`src/rtl/pipe_ctrl_gen_if.sv`:
```
// pipe_ctrl_gen_if: hazard-controller <-> datapath signal bundle.
// master = controller side (drives control codes), slave = datapath side.
interface pipe_ctrl_gen_if #(
    parameter int unsigned STAGES = 5,
    parameter int unsigned NINT   = 3,
    parameter int unsigned CW     = (NINT > 1) ? $clog2(NINT) : 1
);
    logic                      pval;
    logic [STAGES-1:0]         stage_busy;
    logic [1:0]                jmp;
    logic [NINT-1:0]           intp;
    logic [2*(STAGES-1)-1:0]   ctr;
    logic [1:0]                jmp_type;
    logic [CW-1:0]             int_cause;
    logic [15:0]               stall_cnt;
    logic [15:0]               flush_cnt;

    modport master (
        input  pval, stage_busy, jmp, intp,
        output ctr, jmp_type, int_cause, stall_cnt, flush_cnt
    );

    modport slave (
        output pval, stage_busy, jmp, intp,
        input  ctr, jmp_type, int_cause, stall_cnt, flush_cnt
    );
endinterface

```
`src/rtl/pipe_ctrl_gen.sv`:
```
// pipe_ctrl_gen: parametrised pipeline hazard controller.
// Emits a 2-bit code per inter-stage register (LOAD/BUBBLE/HOLD/FLUSH), resolves stalls,
// jump redirects and interrupts via a RUN -> DRAIN -> FLUSH sequence. All state moves on
// the falling edge so codes are ready for the datapath's next rising edge.
// Optional perf counters are built only when PIPE_CTRL_PERF_EN is defined; otherwise
// stall_cnt/flush_cnt are tied to 0.
module pipe_ctrl_gen #(
    parameter int unsigned STAGES    = 5,
    parameter int unsigned JMP_STAGE = 2,
    parameter int unsigned NINT      = 3,
    parameter int unsigned CW        = (NINT > 1) ? $clog2(NINT) : 1
) (
    input logic             clk,
    input logic             rst,
    pipe_ctrl_gen_if.master bus
);
    localparam int R = int'(STAGES) - 1;

    localparam logic [1:0] CtrLoad   = 2'b00;
    localparam logic [1:0] CtrBubble = 2'b01;
    localparam logic [1:0] CtrHold   = 2'b10;
    localparam logic [1:0] CtrFlush  = 2'b11;

    localparam logic [1:0] StRun   = 2'd0;
    localparam logic [1:0] StDrain = 2'd1;
    localparam logic [1:0] StFlush = 2'd2;

    logic [1:0]     state_q, state_d;
    logic [CW-1:0]  cause_q, cause_d;
    logic [2*R-1:0] ctr_q, ctr_d;
    logic [1:0]     jmp_type_q, jmp_type_d;
    logic [CW-1:0]  int_cause_q, int_cause_d;

    int             stall_k;
    logic           busy_any;
    logic           int_any;
    logic [CW-1:0]  int_idx;
    logic [2*R-1:0] stall_pat;
    logic [2*R-1:0] jmp_pat;

    // Locate the oldest busy stage and the deepest (oldest) interrupt source.
    always_comb begin
        stall_k = -1;
        for (int s = 0; s < int'(STAGES); s++) begin
            if (bus.stage_busy[s]) stall_k = s;
        end
        busy_any = |bus.stage_busy;
        int_any  = |bus.intp;
        int_idx  = '0;
        for (int n = 0; n < int'(NINT); n++) begin
            if (bus.intp[n]) int_idx = CW'(n);
        end
    end

    // Stall and jump code patterns; younger regs hold, the busy one bubbles, older ones drain.
    always_comb begin
        stall_pat = '0;
        jmp_pat   = '0;
        for (int i = 0; i < R; i++) begin
            if (i < stall_k) begin
                stall_pat[2*i +: 2] = CtrHold;
            end else if (i == stall_k) begin
                stall_pat[2*i +: 2] = CtrBubble;
            end else begin
                stall_pat[2*i +: 2] = CtrLoad;
            end
            jmp_pat[2*i +: 2] = (i < int'(JMP_STAGE)) ? CtrFlush : CtrLoad;
        end
    end

    // Next-state and next-output decode with RUN-state event priority.
    always_comb begin
        state_d     = state_q;
        cause_d     = cause_q;
        ctr_d       = {R{CtrLoad}};
        jmp_type_d  = 2'b00;
        int_cause_d = int_cause_q;
        unique case (state_q)
            StRun: begin
                if (int_any) begin
                    cause_d = int_idx;
                    ctr_d   = {R{CtrHold}};
                    state_d = busy_any ? StDrain : StFlush;
                end else if (stall_k > int'(JMP_STAGE)) begin
                    // Jump stage is held, so its jmp is re-presented next cycle.
                    ctr_d = stall_pat;
                end else if (bus.jmp[0]) begin
                    // Any stall at or below the jump stage is younger and gets flushed.
                    ctr_d      = jmp_pat;
                    jmp_type_d = {~bus.jmp[1], bus.jmp[1]};
                end else if (busy_any) begin
                    ctr_d = stall_pat;
                end else if (!bus.pval) begin
                    ctr_d[1:0] = CtrBubble;
                end
            end
            StDrain: begin
                ctr_d = {R{CtrHold}};
                if (!busy_any) state_d = StFlush;
            end
            StFlush: begin
                ctr_d       = {R{CtrFlush}};
                jmp_type_d  = 2'b11;
                int_cause_d = cause_q;
                state_d     = StRun;
            end
            default: begin
                state_d = StRun;
            end
        endcase
    end

    // Falling-edge state and output registers with synchronous reset.
    always_ff @(negedge clk) begin
        if (rst) begin
            state_q     <= StRun;
            cause_q     <= '0;
            ctr_q       <= '0;
            jmp_type_q  <= 2'b00;
            int_cause_q <= '0;
        end else begin
            state_q     <= state_d;
            cause_q     <= cause_d;
            ctr_q       <= ctr_d;
            jmp_type_q  <= jmp_type_d;
            int_cause_q <= int_cause_d;
        end
    end

    assign bus.ctr       = ctr_q;
    assign bus.jmp_type  = jmp_type_q;
    assign bus.int_cause = int_cause_q;

`ifdef PIPE_CTRL_PERF_EN
    logic [15:0] stall_cnt_q, stall_cnt_d;
    logic [15:0] flush_cnt_q, flush_cnt_d;
    logic        hold_any;
    logic        flush_evt;

    // Saturating counters: any HOLD code issued, and any redirect (jump or vector).
    always_comb begin
        hold_any = 1'b0;
        for (int i = 0; i < R; i++) begin
            if (ctr_d[2*i +: 2] == CtrHold) hold_any = 1'b1;
        end
        flush_evt   = (jmp_type_d != 2'b00);
        stall_cnt_d = stall_cnt_q;
        flush_cnt_d = flush_cnt_q;
        if (hold_any && (stall_cnt_q != 16'hFFFF)) stall_cnt_d = stall_cnt_q + 16'd1;
        if (flush_evt && (flush_cnt_q != 16'hFFFF)) flush_cnt_d = flush_cnt_q + 16'd1;
    end

    // Counter registers, cleared by reset.
    always_ff @(negedge clk) begin
        if (rst) begin
            stall_cnt_q <= '0;
            flush_cnt_q <= '0;
        end else begin
            stall_cnt_q <= stall_cnt_d;
            flush_cnt_q <= flush_cnt_d;
        end
    end

    assign bus.stall_cnt = stall_cnt_q;
    assign bus.flush_cnt = flush_cnt_q;
`else
    assign bus.stall_cnt = 16'd0;
    assign bus.flush_cnt = 16'd0;
`endif
endmodule

```
`src/flat_wrapper.sv`:
```
// flat-port wrapper written by rule: the top's interface ports become plain ports
module pipe_ctrl_gen_flat 
#(
    parameter int unsigned STAGES    = 5,
    parameter int unsigned JMP_STAGE = 2,
    parameter int unsigned NINT      = 3,
    parameter int unsigned CW        = (NINT > 1) ? $clog2(NINT) : 1
)
  (clk, rst, bus_pval, bus_stage_busy, bus_jmp, bus_intp, bus_ctr, bus_jmp_type, bus_int_cause, bus_stall_cnt, bus_flush_cnt);
  pipe_ctrl_gen_if #(.STAGES(STAGES), .NINT(NINT), .CW(CW)) bus_i ();
  input logic clk;
  input logic rst;
  input wire logic [$bits(bus_i.pval)-1:0] bus_pval;
  input wire logic [$bits(bus_i.stage_busy)-1:0] bus_stage_busy;
  input wire logic [$bits(bus_i.jmp)-1:0] bus_jmp;
  input wire logic [$bits(bus_i.intp)-1:0] bus_intp;
  output wire logic [$bits(bus_i.ctr)-1:0] bus_ctr;
  output wire logic [$bits(bus_i.jmp_type)-1:0] bus_jmp_type;
  output wire logic [$bits(bus_i.int_cause)-1:0] bus_int_cause;
  output wire logic [$bits(bus_i.stall_cnt)-1:0] bus_stall_cnt;
  output wire logic [$bits(bus_i.flush_cnt)-1:0] bus_flush_cnt;
  assign bus_i.pval = bus_pval;
  assign bus_i.stage_busy = bus_stage_busy;
  assign bus_i.jmp = bus_jmp;
  assign bus_i.intp = bus_intp;
  assign bus_ctr = bus_i.ctr;
  assign bus_jmp_type = bus_i.jmp_type;
  assign bus_int_cause = bus_i.int_cause;
  assign bus_stall_cnt = bus_i.stall_cnt;
  assign bus_flush_cnt = bus_i.flush_cnt;
  pipe_ctrl_gen #(.STAGES(STAGES), .JMP_STAGE(JMP_STAGE), .NINT(NINT), .CW(CW)) u_core (.clk(clk), .rst(rst), .bus(bus_i));
endmodule
```
`config.mk`:
```
export PLATFORM = sky130hd
export DESIGN_NAME = pipe_ctrl_gen_flat
export DESIGN_NICKNAME = d
export VERILOG_FILES = /design/src/rtl/pipe_ctrl_gen_if.sv /design/src/rtl/pipe_ctrl_gen.sv /design/src/flat_wrapper.sv
export SDC_FILE = /design/constraint.sdc
export NUM_CORES = 1
export LEC_CHECK = 0
export CORE_MARGIN = 4
export CORE_UTILIZATION = 38
export DETAILED_ROUTE_END_ITERATION = 10
export PLACE_DENSITY = 0.78
export SETUP_SLACK_MARGIN = 0.02
export SLEW_MARGIN = 20
export SYNTH_ARGS = -nofsm -noshare
export SYNTH_HDL_FRONTEND = slang
export SYNTH_SLANG_ARGS = --single-unit
export TNS_END_PERCENT = 20
```
`constraint.sdc`:
```
create_clock -name clk -period 2.3 [get_ports clk]
set_clock_uncertainty 0.2 [all_clocks]
set_input_delay 0.46 -clock clk [delete_from_list [all_inputs] [get_ports clk]]
set_output_delay 0.46 -clock clk [all_outputs]
set_load 0.02 [all_outputs]
```
==> summary.md, run 1 <==
| Metric | Value |
|---|---|
| Cell at the root of the clock tree | `clkbuf_4` |
| Routability-driven placement congestion ratio | `0.814` |
| Via total after detailed routing | `867` |
| Synth async-reset ratio | `0` |
| Endpoints failing setup | `21` |
| Endpoint arrival time on the critical path | `1.97 ns` |
| Initial antenna violation count | `0` |
| Unrepaired setup endpoints after global routing | `true` |
| Number of standard cells in the layout, taps in and fillers out | `195` |
| Crit path buffers/inverters | `1` |
| Core Footprint | `0.00252 mm²` |
| Post-DRT Antenna Nets | `0` |
| Worst hold-check path type | `reg2reg` |
| Most common library cells after synthesis | `buf_4 (32), dfxtp_1 (16), a21oi_1 (9)` |
| Final nets | `184` |
| First-pass iteration count of the detailed router | `4` |
| Sinks on the clock net | `16` |
| Crit path max-delay family | `flip-flops` |
| Num rows | `18` |
| Number of placed instances, taps included | `177` |
| Area contributors post-synth | `dfxtp_1 (31%), buf_4 (24%), ha_1 (4.9%)` |
| Max incr delay on CP | `0.32 ns` |
| Post-Layout Inst Area | `0.00139 mm²` |
| Die Y | `59.8 µm` |
| Worst hold start | `u_core.cause_q[1]` |
| Routed wire length per instance | `11.6 µm` |
| Required arrival time at the worst endpoint | `1.64 ns` |
| Half-perimeter wire length after detailed placement | `1.70 mm` |
| Final-report max-slew violation count | `0` |
| Hold Slack | `0.261 ns` |
| Reg2reg setup slack | `0.47 ns` |
| Reg power frac | `0.388` |
| Worst-Skew Late Latency | `0.35 ns` |
| Full die area | `0.00357 mm²` |
| Max-cap violations | `0` |
| Total clock buffers created by CTS | `3` |
| Starting density of the core | `0.404` |
| Hold violation count in the final report | `0` |
| Critical path depth in cells | `1` |
| Cells after Synth | `116` |
| Synth top area share | `0.314` |
| Violated checks | `negative setup slack` |
| Mapped cell area | `0.00102 mm²` |
| Status | `finished with violations` |
| Standard cell area after detailed placement | `0.00125 mm²` |
| Critical-path cell with the highest stage delay | `dfxtp_2` |
| Flop and latch count out of synthesis | `16` |
| Antenna diode count | `0` |
| Switching power of the nets | `311 µW` |
| Post-synth EDFFs | `0` |
| Cell internal pwr | `487 µW` |
| Cell type with the largest total area after synthesis | `dfxtp_1` |
| Count of warnings emitted by yosys | `0` |
| Final sum of negative setup slack | `-4.07 ns` |
| Vias per cell | `4.45` |
| First-pass GRT wire length | `3.51 mm` |
| Highest ir drop seen on vdd | `461 µV` |
| Power density over the cells | `575 mW/mm²` |
| Clock power share | `0.320` |
| Horiz. Die Dim | `59.8 µm` |
| Clock-pin slew of the registers on the worst-case setup and hold paths | `0.06 ns` |
| Sequential-to-total area share from yosys stat | `0.314` |
| Sw frac | `0.390` |
| Post-cts hold buffer count | `0` |
| Overall global routing resource usage | `0.130` |
| Worst-path cell chain | `buf_6` |
| Number of cell instances on the worst register-to-register path | `5` |
| Prevailing post-synth register cell | `dfxtp_1` |
| DRC viols | `0` |
| Worst Hold Path EP | `u_core.bus.int_cause[1]` |
| RR Startpoint | `u_core.state_q[1]` |
| Buffer depth of the longest clock path | `2` |
| Count of filler cells inserted in the layout | `233` |
| Comb pwr share | `0.292` |
| Critical path type | `reg2out` |
| Type of element launching the critical path | `flip-flop` |
| Most numerous cell in the Yosys netlist | `buf_4` |
| Remaining global-route overflow | `0` |
| Leakage power | `0.693 nW` |
| Number of placed I/O pins | `57` |
| Worst Setup End Kind | `primary output` |
| Number of cells on the worst hold path | `2` |
| Number of input and output port buffers inserted | `24` |
| Worst path setup slack after routing | `-0.328 ns` |
| Maximum number of pins on one net before global-route repair | `10` |
| Critical R2R Capture | `u_core.bus.ctr[0]` |
| Mapped Avg Cell Area | `8.78 µm²` |
| CTS tree | `done` |
| Layout cells sized above 1 | `0.339` |
| Largest fanout of any net on the critical path | `2` |
| Count of distinct cell types in the synthesized netlist | `34` |
| # H-tree levels | `1` |
| Starting DRC count in detailed routing | `24` |
| Syn-to-layout area delta | `36.4%` |
| Via count of the first global-routing pass | `849` |
| Total wire length after detailed routing | `2.27 mm` |
-- worst max path at each step --
stage,from,endpoint
floorplan,bus_intp[2],u_core.bus.ctr[7]
global placement,bus_stage_busy[4],u_core.bus.ctr[7]
detailed placement,bus_stage_busy[4],u_core.bus.ctr[7]
CTS,u_core.bus.int_cause[1],bus_int_cause[1]
global route,u_core.bus.int_cause[1],bus_int_cause[1]
finish,u_core.bus.int_cause[1],bus_int_cause[1]
-- what timing repair did --
item	CTS	global route
pin swaps	7	7
buffers inserted	0	0
setup endpoints to repair	28	25
resized for setup	99	28
-- metrics by stage --
stage	setup WS (ns)	total power [mW]	util
floorplan	-0.316	0.536	-
global placement	-0.918	0.571	0.497
detailed placement	-0.942	0.576	0.497
CTS	-0.333	0.792	0.534
global route	-0.351	0.867	0.551
finish	-0.328	0.798	0.551
-- placed cells by master, fill, tap and decap left out, types with 4 or more instances in the layout --
| cell | n |
|---|---|
| nand2_1 | 5 |
| a21oi_1 | 6 |
| dfxtp_2 | 11 |
| buf_4 | 9 |
| buf_6 | 16 |
| inv_1 | 20 |
| o21ai_0 | 4 |
| dfxtp_1 | 5 |
| ha_1 | 4 |
| conb_1 | 32 |
| nor2_1 | 6 |
-- area by class of cell --
| cell class | count | area (µm²) | share of cell area |
|---|---|---|---|
| multi-input cells | 90 | 573 | 0.413 |
| repair buffers | 35 | 343 | 0.247 |
| flip-flops and latches | 16 | 334 | 0.241 |
| clock inverters | 16 | 60.1 | 0.0432 |
| well taps | 30 | 37.5 | 0.0270 |
| clock buffers | 3 | 22.5 | 0.0162 |
| inverters | 5 | 18.8 | 0.0135 |
-- state kept, by name (all words and copies together), names as in the netlist --
register and cells:
u_core.bus.ctr 8, u_core.state_q 2, u_core.bus.jmp_type 2, u_core.bus.int_cause 2
u_core.cause_q 2
-- power groups by stage --
| stage | Combinational, mW | Clock [mW] | Sequential [mW] |
|---|---|---|---|
| 2_1_floorplan | 0.168 | 0.0453 | 0.323 |
| 3_3_place_gp | 0.217 | 0.0453 | 0.309 |
| 3_5_place_dp | 0.221 | 0.0453 | 0.310 |
| 4_1_cts | 0.221 | 0.263 | 0.308 |
| 5_1_grt | 0.251 | 0.305 | 0.310 |
| 6_report | 0.233 | 0.255 | 0.310 |
-- cells by family after synthesis --
logic type / share of synthesized area
muxes: 0.0295
AOI/OAI and AO/OA: 0.156
buffers and inverters: 0.278
DFF: 0.314
other: 0.00368
and+or+nand+nor: 0.170
adders and majority gates: 0.0491
-- metal layers --
| layer | vias up | GRT usage | share of wire |
|---|---|---|---|
| li1 | 431 | - | - |
| met1 | 389 | 0.127 | 0.35 |
| met2 | 43 | 0.228 | 0.53 |
| met3 | 4 | 0.0497 | 0.10 |
| met4 | 0 | 0.0823 | 0.018 |
| met5 | - | 0 | 0 |
Power figures use the tool's default switching activity.
==> run 2, diff against run 1 <==
CAP_MARGIN = 20   (was not set)
CORE_MARGIN = 1   (was 4)
SKIP_LAST_GASP = 1   (was not set)
==> run 2 against run 1 <==
Effect of this change:
- the run still ends with negative setup slack left
- clock power hardly changed
- design area increased by 0.90%
- non-clock buffer count is 4 higher
- via count increased by 6.9%
- routed wire length decreased by 1.7%
- cell count is 2.1% higher
- sequential share of layout area shrank 0.57 points
- die area fell by 19%
- sequential power hardly changed
- worst hold slack better by 0.0049 ns
- global-route usage rose by 3.1 points
- critical path type unchanged
==> summary.md, run 2 (same netlist as run 1, synthesis figures left out) <==
| Metric | Value |
|---|---|
| Status | `finished with violations` |
| Violated checks | `negative setup slack` |
| Horiz. Die Dim | `53.8 µm (-10%)` |
| Critical-path cell with the highest stage delay | `dfxtp_2` |
| Number of placed I/O pins | `57 (unchanged)` |
| Highest ir drop seen on vdd | `350 µV (-24%)` |
| Vias per cell | `4.66 (+4.8%)` |
| Via count of the first global-routing pass | `842 (-0.82%)` |
| Area used by multi-input combinational logic | `568 µm² (-0.87%)` |
| Number of placed instances, taps included | `178 (+0.56%)` |
| Clock-pin slew of the registers on the worst-case setup and hold paths | `0.04 ns (-0.02 ns)` |
| Crit path max-delay family | `flip-flops` |
| DRC viols | `0 (unchanged)` |
| Worst Hold Path EP | `u_core.cause_q[1]` |
| Routability-driven placement congestion ratio | `0.810 (-0.48%)` |
| Endpoints failing setup | `20 (-4.8%)` |
| Type of element launching the critical path | `flip-flop` |
| RR Startpoint | `u_core.state_q[1]` |
| Max-cap violations | `0 (unchanged)` |
| Starting density of the core | `0.407 (+0.00364)` |
| Die Y | `53.8 µm (-10%)` |
| Hold violation count in the final report | `0 (unchanged)` |
| Worst hold start | `u_core.cause_q[1]` |
| Syn-to-layout area delta | `37.6%` |
| Starting DRC count in detailed routing | `19 (-21%)` |
| Largest fanout of any net on the critical path | `1 (-1)` |
| Buffer depth of the longest clock path | `2 (unchanged)` |
| First-pass GRT wire length | `3.26 mm (-7.1%)` |
| Required arrival time at the worst endpoint | `1.64 ns (about the same)` |
| Leading cell type in the layout, fill and taps excluded | `conb_1` |
| # H-tree levels | `1 (unchanged)` |
| Initial antenna violation count | `0 (unchanged)` |
| Highest signal layer in the routed design | `met4` |
| Full die area | `0.00289 mm² (-19%)` |
| Worst-Skew Late Latency | `0.35 ns (about the same)` |
| Number of flip-flops in the largest register | `8 (unchanged)` |
| Endpoint arrival time on the critical path | `1.94 ns (-0.03 ns)` |
| Overall global routing resource usage | `0.162 (+0.0314)` |
| Final sum of negative setup slack | `-4.32 ns (-0.248 ns)` |
| Max incr delay on CP | `0.31 ns (about the same)` |
| Total power | `800 µW (+0.18%)` |
| Power density over the cells | `571 mW/mm² (-0.72%)` |
| Final-report max-slew violation count | `0 (unchanged)` |
| Count of filler cells inserted in the layout | `227 (-2.6%)` |
| Sinks on the clock net | `16 (unchanged)` |
| Cell at the root of the clock tree | `clkbuf_4` |
| Antenna diode count | `0 (unchanged)` |
| Number of standard cells in the layout, taps in and fillers out | `199 (+2.1%)` |
| Sequential standard cell area | `329 µm² (-1.5%)` |
| CTS tree | `done` |
| Unrepaired setup endpoints after global routing | `true` |
| Post-DRT Antenna Nets | `0 (unchanged)` |
| Hold Slack | `0.266 ns (+0.00495 ns)` |
| First-pass iteration count of the detailed router | `4 (unchanged)` |
| Routed wire length per instance | `11.2 µm (-3.7%)` |
| Critical path type | `reg2out` |
| Number of cell instances on the worst register-to-register path | `5 (unchanged)` |
| Total clock buffers created by CTS | `3 (unchanged)` |
| Crit path buffers/inverters | `1 (unchanged)` |
| Remaining global-route overflow | `0 (unchanged)` |
| Total length of routed met2 wires | `1.18 mm (-1.8%)` |
| Reg2reg setup slack | `0.39 ns (-0.08 ns)` |
| Num rows | `18 (unchanged)` |
| Core Footprint | `0.00250 mm² (-0.89%)` |
| Leakage power | `0.719 nW (+3.9%)` |
| Worst hold-check path type | `reg2reg` |
| Worst Setup End Kind | `primary output` |
| Most frequent cells in the layout | `conb_1 (32), inv_1 (21), buf_4 (18)` |
| Critical R2R Capture | `u_core.state_q[1]` |
| Met1 layer wirelength in the final routing | `821 µm (+3.7%)` |
| Maximum number of pins on one net before global-route repair | `10 (unchanged)` |
| Final nets | `188 (+2.2%)` |
| Layout cells sized above 1 | `0.314 (-0.0258)` |
| Worst path setup slack after routing | `-0.300 ns (+0.0276 ns)` |
| Worst-path cell chain | `buf_6` |
| Half-perimeter wire length after detailed placement | `1.63 mm (-4.2%)` |
| Routed met3 length | `180 µm (-23%)` |
| Number of input and output port buffers inserted | `24 (unchanged)` |
| Total wire length after detailed routing | `2.23 mm (-1.7%)` |
| Via total after detailed routing | `927 (+6.9%)` |
| Number of cells on the worst hold path | `2 (unchanged)` |
==> run 2: cell types whose count changed in the layout (fill, tap and decap cells not counted), sizes merged <==
cell / before / now
clkdlybuf4s50: 2 / 3
clkdlybuf4s15: 1 / 0
buf: 27 / 31
dlymetal6s2s: 1 / 2
dlygate4sd2: 3 / 2
==> run 2: per-stage QoR <==
stage | instance area, µm² | util | setup WS (ns)
6_report | 1400 | 0.561 | -0.300
5_1_grt | 1400 | 0.561 | -0.329
4_1_cts | 1340 | 0.536 | -0.308
3_5_place_dp | 1260 | 0.504 | -0.930
3_3_place_gp | 1260 | 0.504 | -0.887
2_1_floorplan | 1150 | - | -0.316
==> run 2: layout make-up <==
class | instances | share of cell area
Timing Repair Buffer | 39 | 0.261
Tap cell | 30 | 0.0268
Inverter | 5 | 0.0134
Clock buffer | 3 | 0.0161
Sequential cell | 16 | 0.235
Multi-Input combinational cell | 90 | 0.405
Clock inverter | 16 | 0.0429
==> run 2: what timing repair did <==
action / CTS / global route
hold buffers: 0 / 0
endpoints found under the hold margin: 0 / 0
buffers inserted: 1 / 1
cloned: 0 / 1
gates resized for setup: 80 / 38
pin swaps: 2 / 7
setup endpoints to repair: 28 / 28
==> run 2: metal layers <==
metal,up-vias,GRT usage
met4,0,0.136
met3,5,0.0452
li1,440,-
met5,-,0
met2,52,0.302
met1,430,0.139
==> run 2: worst max path at each step <==
stage	from	end	depth (start not counted)
finish	u_core.bus.jmp_type[1]	bus_jmp_type[1]	1
global route	u_core.bus.jmp_type[1]	bus_jmp_type[1]	1
CTS	u_core.bus.int_cause[0]	bus_int_cause[0]	1
detailed placement	bus_stage_busy[4]	u_core.bus.ctr[7]	4
global placement	bus_stage_busy[4]	u_core.bus.ctr[7]	4
floorplan	bus_intp[2]	u_core.bus.ctr[7]	3
==> run 2: power breakdown <==
part	leakage, nW	internal, mW	switching [mW]	total [mW]
Sequential	0.134	0.298	0.00983	0.308
Combinational	0.487	0.0946	0.142	0.236
Clock	0.0990	0.0971	0.158	0.255
==> run 3, diff against run 2 <==
CORE_UTILIZATION = 39   (was 38)
CTS_BUF_LIST = sky130_fd_sc_hd__clkbuf_4   (was not set)
PLACE_DENSITY = 0.8   (was 0.78)
clock period = 2.75 ns   (was 2.3 ns; I/O delays follow)
==> run 3 against run 2 <==
Effect of this change:
- sequential share of layout area grew 1.0 points
- the run still ends with negative setup slack left
- critical endpoint is now bus_ctr[7]
- non-clock buffer count is 4 lower
- clock power fell by 18%
==> summary.md, run 3 (same netlist as run 1, synthesis figures left out) <==
| Metric | Value |
|---|---|
| Status | `finished with violations` |
| Violated checks | `negative setup slack` |
| Routability-driven placement congestion ratio | `0.819 (+1.1%)` |
| Hold violation count in the final report | `0 (unchanged)` |
| Buffer depth of the longest clock path | `2 (unchanged)` |
| Core Footprint | `0.00248 mm² (-0.90%)` |
| Sinks on the clock net | `16 (unchanged)` |
| Slew Limit Headroom | `0.660` |
| Most frequent cells in the layout | `conb_1 (32), inv_1 (21), buf_4 (12)` |
| Crit path max-delay family | `flip-flops` |
| Horiz. Die Dim | `53.1 µm (-1.2%)` |
| Routed wire length per instance | `10.3 µm (-8.3%)` |
| Max-cap violations | `0 (unchanged)` |
| Initial antenna violation count | `0 (unchanged)` |
| Starting DRC count in detailed routing | `6 (-13)` |
| CTS tree | `done` |
| Leading cell type in the layout, fill and taps excluded | `conb_1` |
| Endpoints failing setup | `23 (+15%)` |
| Via count of the first global-routing pass | `824 (-2.1%)` |
| Cell internal pwr | `397 µW (-19%)` |
| Die Y | `53.1 µm (-1.2%)` |
| Leakage power | `0.690 nW (-4.1%)` |
| # H-tree levels | `1 (unchanged)` |
| Highest ir drop seen on vdd | `277 µV (-21%)` |
| Clock-pin slew of the registers on the worst-case setup and hold paths | `0.04 ns (about the same)` |
| Max incr delay on CP | `0.29 ns (-0.02 ns)` |
| Remaining global-route overflow | `0 (unchanged)` |
| Total wire length after detailed routing | `2.01 mm (-10%)` |
| Half-perimeter wire length after detailed placement | `1.51 mm (-7.0%)` |
| Critical path type | `reg2out` |
| Final-report max-slew violation count | `0 (unchanged)` |
| Total clock buffers created by CTS | `3 (unchanged)` |
| Full die area | `0.00282 mm² (-2.5%)` |
| Switching power of the nets | `251 µW (-19%)` |
| Worst-path cell chain | `buf_2` |
| DRC viols | `0 (unchanged)` |
| Total power | `648 µW (-19%)` |
| Post-DRT Antenna Nets | `0 (unchanged)` |
| Number of input and output port buffers inserted | `24 (unchanged)` |
| Number of placed I/O pins | `57 (unchanged)` |
| Overall global routing resource usage | `0.152 (-0.00964)` |
| Final nets | `184 (-2.1%)` |
| First-pass GRT wire length | `3.07 mm (-5.7%)` |
| Comb pwr share | `0.278 (-0.018)` |
| Cell at the root of the clock tree | `clkbuf_4` |
| Maximum number of pins on one net before global-route repair | `14 (+4)` |
| Unrepaired setup endpoints after global routing | `true` |
| First-pass iteration count of the detailed router | `4 (unchanged)` |
| Worst hold-check path type | `reg2reg` |
| Endpoint arrival time on the critical path | `2.17 ns (+0.23 ns)` |
| Power density over the cells | `481 mW/mm² (-16%)` |
| Crit path buffers/inverters | `1 (unchanged)` |
| Placement-stage worst setup slack | `-0.791 ns (+0.139 ns)` |
| Worst path setup slack after routing | `-0.166 ns (+0.134 ns)` |
| Number of flip-flops in the largest register | `8 (unchanged)` |
| Antenna diode count | `0 (unchanged)` |
| Actual slew at the worst max-slew pin | `0.510 ns` |
| Layout cells sized above 1 | `0.261 (-0.0530)` |
| Via total after detailed routing | `892 (-3.8%)` |
| Required arrival time at the worst endpoint | `2.00 ns (+0.36 ns)` |
| Vias per cell | `4.57 (-1.8%)` |
| Critical-path cell with the highest stage delay | `dfxtp_1` |
| Worst Setup End Kind | `primary output` |
| Buffers inserted during post-CTS setup optimization | `0 (-1)` |
| Type of element launching the critical path | `flip-flop` |
| Post-cts hold buffer count | `0 (unchanged)` |
| Worst-Skew Late Latency | `0.35 ns (about the same)` |
| Clock power share | `0.324 (+0.005)` |
| Reg power frac | `0.398 (+0.013)` |
| Syn-to-layout area delta | `32.3%` |
| Starting density of the core | `0.411 (+0.00370)` |
| Largest fanout of any net on the critical path | `1 (unchanged)` |
| Num rows | `18 (unchanged)` |
| Sw frac | `0.387 (-0.000828)` |
[run 3: path summary, 6_finish.rpt]
check	from	end	slack (ns)	cells after the start
min	u_core.cause_q[0]	u_core.cause_q[0]	0.29	2
max	u_core.bus.ctr[7]	bus_ctr[7]	-0.17	1
max reg2reg	u_core.state_q[1]	u_core.bus.ctr[0]	0.72	5
min reg2reg	u_core.cause_q[0]	u_core.cause_q[0]	0.29	2
[run 3: power by group through the flow]
stage / combinational (mW) / sequential (mW) / clock, mW
2_1_floorplan: 0.141 / 0.270 / 0.0379
3_3_place_gp: 0.178 / 0.259 / 0.0379
6_report: 0.180 / 0.258 / 0.210
3_5_place_dp: 0.182 / 0.260 / 0.0379
4_1_cts: 0.176 / 0.257 / 0.216
5_1_grt: 0.194 / 0.259 / 0.260
[run 3: cell type report]
cell class	count	area, µm²
clock buffer	3	22.5
sequential	16	330
timing repair buffer	35	327
inverter	5	18.8
fill	231	1130
multi-input combinational	90	552
clock inverter	16	60.1
tap	30	37.5
[run 3: repair_timing]
item                       4_1_cts  5_1_grt
cloned                           0        0
setup endpoints to repair       28       27
pin swaps                        1        0
resized for setup               80        9
[run 3: through the flow]
step	hold slack, ns	setup TNS, ns	cells	utilization	cell area (µm²)
global route	0.324	-3.53	195	0.544	1350
CTS	0.288	-3.13	195	0.535	1330
detailed placement	0.283	-12.79	177	0.506	1250
global placement	0.267	-12.41	177	0.506	1250
floorplan	0.253	-0.748	147	-	1150
finish	0.289	-2.80	195	0.544	1350
[run 3: metal layers]
layer  GRT usage  share of wire
met1       0.127           0.37
met3      0.0517          0.099
met4       0.136          0.019
met5           0              0
met2       0.278           0.51
